**src/rtl/uart_pkg.sv**
```systemverilog
// Shared definitions for the UART transmit arbiter: FSM state encoding and
// the default character width.
package uart_pkg;

    localparam int DEFAULT_DATA_WIDTH = 8;

    typedef enum logic [1:0] {
        IDLE      = 2'd0,
        LOAD      = 2'd1,
        WAIT_ACK  = 2'd2,
        WAIT_DONE = 2'd3
    } state_t;

endpackage

```
**src/rtl/uart_rr_pick.sv**
```systemverilog
// Combinational round-robin selector: the first set request strictly after
// ptr (wrapping) wins; outputs are all-zero when nothing is requested.
module uart_rr_pick #(
    parameter int NUM_REQ = 4
) (
    input  logic [NUM_REQ-1:0]         req,
    input  logic [$clog2(NUM_REQ)-1:0] ptr,
    output logic [NUM_REQ-1:0]         onehot,
    output logic [$clog2(NUM_REQ)-1:0] idx
);

    localparam int IDX_W = $clog2(NUM_REQ);
    localparam int SW    = IDX_W + 1;

    logic [SW-1:0]    sum_s;
    logic [IDX_W-1:0] cand_s;
    logic             found_s;

    // Scan the requesters in rotating order starting one past the pointer.
    always_comb begin
        onehot  = '0;
        idx     = '0;
        found_s = 1'b0;
        sum_s   = '0;
        cand_s  = '0;
        for (int k = 1; k <= NUM_REQ; k++) begin
            sum_s = {1'b0, ptr} + SW'(k);
            if (sum_s >= SW'(NUM_REQ)) begin
                cand_s = IDX_W'(sum_s - SW'(NUM_REQ));
            end else begin
                cand_s = sum_s[IDX_W-1:0];
            end
            if (!found_s && req[cand_s]) begin
                found_s        = 1'b1;
                onehot[cand_s] = 1'b1;
                idx            = cand_s;
            end else begin
                found_s = found_s;
            end
        end
    end

endmodule

```
**src/rtl/uart_tx_arbiter.sv**
```systemverilog
// Shares one UART transmitter among NUM_REQ byte sources with round-robin
// grants, packet lock and a per-grant burst limit.
module uart_tx_arbiter
    import uart_pkg::*;
#(
    parameter int DATA_WIDTH = DEFAULT_DATA_WIDTH,
    parameter int NUM_REQ    = 4,
    parameter int MAX_BURST  = 16
) (
    input  logic                          clk,
    input  logic                          rst_n,
    input  logic [NUM_REQ-1:0]            req_valid,
    input  logic [NUM_REQ-1:0]            req_last,
    input  logic [NUM_REQ*DATA_WIDTH-1:0] req_data,
    input  logic [NUM_REQ-1:0]            req_enable,
    output logic [NUM_REQ-1:0]            req_ready,
    input  logic                          tx_ready,
    output logic                          tx_start,
    output logic [DATA_WIDTH-1:0]         tx_data,
    output logic [$clog2(NUM_REQ)-1:0]    grant_id,
    output logic                          busy
);

    localparam int IDX_W = $clog2(NUM_REQ);
    localparam int CNT_W = $clog2(MAX_BURST + 1);

    state_t                state_r, state_nxt;
    logic [IDX_W-1:0]      grant_id_r, ptr_r, pick_idx_s;
    logic [NUM_REQ-1:0]    pick_onehot_s, grant_onehot_s, req_ready_r;
    logic [CNT_W-1:0]      burst_cnt_r, burst_inc_s;
    logic                  last_r, tx_start_r, busy_r;
    logic [DATA_WIDTH-1:0] tx_data_r;
    logic                  grant_s, send_s, done_s, release_s;
    logic [DATA_WIDTH-1:0] slice_s [NUM_REQ];

    for (genvar i = 0; i < NUM_REQ; i++) begin : g_slice
        assign slice_s[i] = req_data[i*DATA_WIDTH +: DATA_WIDTH];
    end

    uart_rr_pick #(.NUM_REQ(NUM_REQ)) u_pick (
        .req    (req_valid & req_enable),
        .ptr    (ptr_r),
        .onehot (pick_onehot_s),
        .idx    (pick_idx_s)
    );

    // Next-state decode; the grant is only re-arbitrated from IDLE.
    always_comb begin
        state_nxt      = state_r;
        grant_s        = 1'b0;
        send_s         = 1'b0;
        done_s         = 1'b0;
        release_s      = 1'b0;
        grant_onehot_s = '0;
        grant_onehot_s[grant_id_r] = 1'b1;
        if (burst_cnt_r == CNT_W'(MAX_BURST)) begin
            burst_inc_s = burst_cnt_r;
        end else begin
            burst_inc_s = burst_cnt_r + CNT_W'(1);
        end
        case (state_r)
            IDLE: begin
                if (|pick_onehot_s) begin
                    grant_s   = 1'b1;
                    state_nxt = LOAD;
                end else begin
                    state_nxt = IDLE;
                end
            end
            LOAD: begin
                if (!req_enable[grant_id_r]) begin
                    release_s = 1'b1;
                    state_nxt = IDLE;
                end else if (tx_ready && req_valid[grant_id_r]) begin
                    send_s    = 1'b1;
                    state_nxt = WAIT_ACK;
                end else begin
                    state_nxt = LOAD;
                end
            end
            WAIT_ACK: begin
                if (!tx_ready) begin
                    state_nxt = WAIT_DONE;
                end else begin
                    state_nxt = WAIT_ACK;
                end
            end
            WAIT_DONE: begin
                if (tx_ready) begin
                    done_s = 1'b1;
                    if (last_r || (burst_inc_s == CNT_W'(MAX_BURST))) begin
                        release_s = 1'b1;
                        state_nxt = IDLE;
                    end else begin
                        state_nxt = LOAD;
                    end
                end else begin
                    state_nxt = WAIT_DONE;
                end
            end
            default: begin
                state_nxt = IDLE;
            end
        endcase
    end

    // State, grant bookkeeping and registered outputs.
    always_ff @(posedge clk) begin
        if (!rst_n) begin
            state_r     <= IDLE;
            grant_id_r  <= '0;
            ptr_r       <= IDX_W'(NUM_REQ - 1);
            burst_cnt_r <= '0;
            last_r      <= 1'b0;
            tx_start_r  <= 1'b0;
            tx_data_r   <= '0;
            req_ready_r <= '0;
            busy_r      <= 1'b0;
        end else begin
            state_r    <= state_nxt;
            busy_r     <= (state_nxt != IDLE);
            tx_start_r <= send_s;
            if (send_s) begin
                req_ready_r <= grant_onehot_s;
                tx_data_r   <= slice_s[grant_id_r];
                last_r      <= req_last[grant_id_r];
            end else begin
                req_ready_r <= '0;
            end
            if (grant_s) begin
                grant_id_r  <= pick_idx_s;
                burst_cnt_r <= '0;
            end else if (done_s) begin
                burst_cnt_r <= burst_inc_s;
            end
            if (release_s) begin
                ptr_r <= grant_id_r;
            end
        end
    end

    assign req_ready = req_ready_r;
    assign tx_start  = tx_start_r;
    assign tx_data   = tx_data_r;
    assign grant_id  = grant_id_r;
    assign busy      = busy_r;

endmodule

```
**config.mk**
```make
export PLATFORM = sky130hd
export DESIGN_NAME = uart_tx_arbiter
export DESIGN_NICKNAME = d
export VERILOG_FILES = /design/src/rtl/uart_pkg.sv /design/src/rtl/uart_rr_pick.sv /design/src/rtl/uart_tx_arbiter.sv
export SDC_FILE = /design/constraint.sdc
export NUM_CORES = 1
export LEC_CHECK = 0
export CAP_MARGIN = 20
export CORE_MARGIN = 1
export CORE_UTILIZATION = 30
export DETAILED_ROUTE_END_ITERATION = 12
export PLACE_DENSITY_LB_ADDON = 0.25
export SYNTH_ARGS = -nofsm -noshare
export SYNTH_HDL_FRONTEND = slang
export SYNTH_HIERARCHICAL = 1
export SYNTH_SLANG_ARGS = --single-unit
```
**constraint.sdc**
```tcl
create_clock -name clk -period 3.06 [get_ports clk]
set_input_delay 0.459 -clock clk [delete_from_list [all_inputs] [get_ports clk]]
set_output_delay 0.459 -clock clk [all_outputs]
set_load 0.005 [all_outputs]
```
==> flow_summary.json <==
{
  "power_per_cell_area_nw_per_um2": 616,
  "fill_cells": 626,
  "cts.sinks": 26,
  "endpoint_kind": "flip-flop",
  "peakVddDrop_mv": 0.324,
  "crit_chain": "clkdlybuf4s50_1, and2_1, and2b_4, a221oi_2, a211oi_4, a221o_1, o41ai_4, buf_4, mux2i_1, nor2b_1",
  "design.die.area_um2": 6820,
  "ys_seq_area_frac": 0.267,
  "synth-compound-area-share": 0.162,
  "nNetsFinal": 324,
  "critPathMaxStageDelay_ns": 0.46,
  "hold_start": "tx_data[3]$_SDFFE_PN0P_",
  "die_w_um": 82.6,
  "portBuffers": 62,
  "start_util": 0.309,
  "whs_ns": 0.523,
  "ys_warn_count": 6,
  "finalSetupViolCount": 0,
  "cts_buffers": 3,
  "reg2reg_to": "grant_id[0]$_SDFFE_PN0P_",
  "vias": 1714,
  "diodes": 0,
  "globalRouteTotalUtil": 0.139,
  "first_global_vias": 1632,
  "status": "completed",
  "io_pins": 63,
  "final_area_um2": 2790,
  "synth-edff-count": 0,
  "multi_input_area_um2": 1330,
  "drtIter0Drc": 45,
  "cts_setup_buffers": 0,
  "critical_path_arrival_ns": 2.99,
  "synthAdderAreaFrac": 0.0642,
  "routedWlPerCell_um": 13.3,
  "hold_violations": 0,
  "cp_slowest_cell": "clkdlybuf4s50_1",
  "grt_remaining_overflow": 0,
  "totalWireLength_mm": 4.57,
  "layout_worst_path_cycle_share": 0.922,
  "area_growth_pct": 43.3,
  "drive_gt1_frac": 0.165,
  "dr.pass1.iters": 6,
  "dieHeight_um": 82.6,
  "seq_area_um2": 520,
  "whs_path_depth": 2,
  "cts_htree_levels": 1,
  "path_class": "input pin to flip-flop",
  "r2r_cells": 10,
  "async_flop_share": 0,
  "drc_errors": 0,
  "start_kind": "input pin",
  "instances_no_fill": 343,
  "ys.flop_type": "dfxtp_1",
  "placedCellCount": 339,
  "synthMuxAreaShare": 0.223,
  "crit_required_ns": 3.23,
  "grt_max_degree": 21,
  "synth-seq-cells": 26,
  "tightest_slew_ns": 0.618,
  "grt_setup_unrepaired": "false",
  "drv_slew": 0,
  "grt_antenna_before_repair": 0,
  "viasPerCell": 5.00,
  "min_path_type": "flip-flop to flip-flop",
  "syn_area_um2": 1950,
  "clkLatencyLatePin_ns": 0.28,
  "place_hpwl_mm": 3.56,
  "r2r_setup_slack_ns": 0.39,
  "hold-path-endpoint": "tx_data[3]$_SDFFE_PN0P_",
  "synth_cell_types": 49,
  "drt.antenna.violating_nets": 0,
  "syn_nets": 255,
  "post-place-ws_ns": -0.115,
  "dpl-instance-area_um2": 2710,
  "synthCells": 198,
  "avgSynthCellArea_um2": 9.85,
  "worst_slack_ns": 0.239,
  "cts_buffer_depth": 2,
  "min_period_ns": 2.82,
  "cts_tree": "done",
  "max_slew_margin": 0.587,
  "crit_fanout": 9,
  "fmax_mhz": 354,
  "synth_top_family_by_area": "multiplexers",
  "gp_congestion": 0.766,
  "finClkSkew_ns": 0.00505,
  "cap_violations": 0,
  "row_count": 29,
  "worstReg2RegStart": "ptr_r[1]$_SDFFE_PN1P_",
  "leakagePower_nw": 1.03,
  "synth-xor-area-share": 0.0225,
  "ctsHoldBuffers": 0,
  "root_buffer": "clkbuf_8",
  "clk_pin_slew_ns": 0.10,
  "grt_pass1_wl_mm": 7.37,
  "core_area_um2": 6310,
  "synthSimpleGateAreaFrac": 0.200
}
## worst max path at each step
stage,end,startpoint,slack [ns]
floorplan,state_r[0]$_SDFF_PN0_,ptr_r[0]$_SDFFE_PN1P_,0.07
global placement,grant_id[1]$_SDFFE_PN0P_,req_valid[2],-0.06
detailed placement,burst_cnt_r[3]$_SDFFE_PP0P_,req_valid[2],-0.11
CTS,burst_cnt_r[3]$_SDFFE_PP0P_,req_valid[2],0.19
global route,burst_cnt_r[3]$_SDFFE_PP0P_,req_enable[0],0.04
finish,grant_id[0]$_SDFFE_PN0P_,req_valid[2],0.24
## layer usage
metal | GRT usage | vias to the layer above | routed length [um]
met3 | 0.0407 | 4 | 240
met4 | 0.0259 | 0 | 39
met2 | 0.230 | 36 | 2150
li1 | - | 861 | -
met1 | 0.181 | 813 | 2140
met5 | 0 | - | 0
## cell type report
class	instances	share of cell area
sequential	26	0.186
inverter	8	0.0108
clock buffer	3	0.0148
tap	77	0.0345
timing repair buffer	78	0.265
clock inverter	1	0.0108
multi-input combinational	150	0.478
## cell usage in the layout (no fill, tap or decap), types with 2 or more instances in the layout
master            n
clkbuf_8          3
nor2b_1          17
nor4bb_1          2
o21ai_1           6
mux2i_1          13
dfxtp_1          26
xor2_1            2
xnor2_1           3
nand3_1           3
a21oi_1           6
a211oi_1          2
a211o_1           2
nand4_1           2
nor3_1            3
a221o_1           4
inv_1             7
buf_4            16
mux4_2           13
nand2_1          15
o21ai_0           3
and2_1            4
a22oi_1           2
nor2_1           10
clkdlybuf4s50_1  62
and3b_1           2
ha_1             10
and3_1            2
o21a_1            2
nor3b_1           3
## kinds of logic (layout without fill, tap and decap cells)
| logic type | after synthesis | count (layout) |
|---|---|---|
| and+or+nand+nor | 69 | 69 |
| AOI/OAI and AO/OA | 39 | 39 |
| xor gates and xnor gates | 5 | 5 |
| adders and majority gates | 10 | 10 |
| DFF | 26 | 26 |
| buffers and inverters | 22 | 90 |
| muxes | 27 | 27 |
## through the flow
| step | utilization | setup TNS, ns | total power, mW |
|---|---|---|---|
| after floorplan | - | 0 | 1.09 |
| after global placement | 0.429 | -0.355 | 1.41 |
| after CTS | 0.441 | 0 | 1.71 |
| after detailed placement | 0.429 | -0.618 | 1.41 |
| after global routing | 0.442 | 0 | 1.84 |
| final | 0.442 | 0 | 1.72 |
## cell usage after synthesis (4+ instances only)
| cell type | n | area [um^2] |
|---|---|---|
| dfxtp_1 | 26 | 521 |
| a221o_1 | 4 | 40.0 |
| nand2_1 | 15 | 56.3 |
| nor2b_1 | 17 | 106 |
| nor3_1 | 4 | 20.0 |
| clkbuf_1 | 6 | 22.5 |
| mux2i_1 | 13 | 130 |
| a21oi_1 | 6 | 30.0 |
| inv_1 | 7 | 26.3 |
| nor2_1 | 10 | 37.5 |
| and2_1 | 4 | 25.0 |
| o21ai_1 | 6 | 30.0 |
| ha_1 | 10 | 125 |
| mux4_2 | 13 | 293 |
## registers in the layout, summed over array words and instances (netlist names)
register and cells:
tx_start 1, req_ready 4, last_r 1, grant_id 2
state_r 2, tx_data 8, burst_cnt_r 5, busy 1
ptr_r 2
## worst max-delay path: cells and delay by family
kind                   cells  cell delay, ns
AO/OA/AOI/OAI              4            1.13
multiplexers               1            0.17
buffers and inverters      2            0.65
AND/OR/NAND/NOR            3            0.57
## where the power goes
group	total, mW	leakage (nW)	internal, mW	switching, mW
combinational	1.00	0.780	0.547	0.458
clock	0.290	0.0357	0.175	0.115
sequential	0.426	0.211	0.383	0.0424
total	1.72	1.03	1.11	0.615
## repair_timing
| action | 4_1_cts | 5_1_grt |
|---|---|---|
| resized for setup | 0 | 1 |
| endpoints found under the hold margin | 0 | 0 |
| setup endpoints to repair | 0 | 1 |
Power figures use the tool's default switching activity.
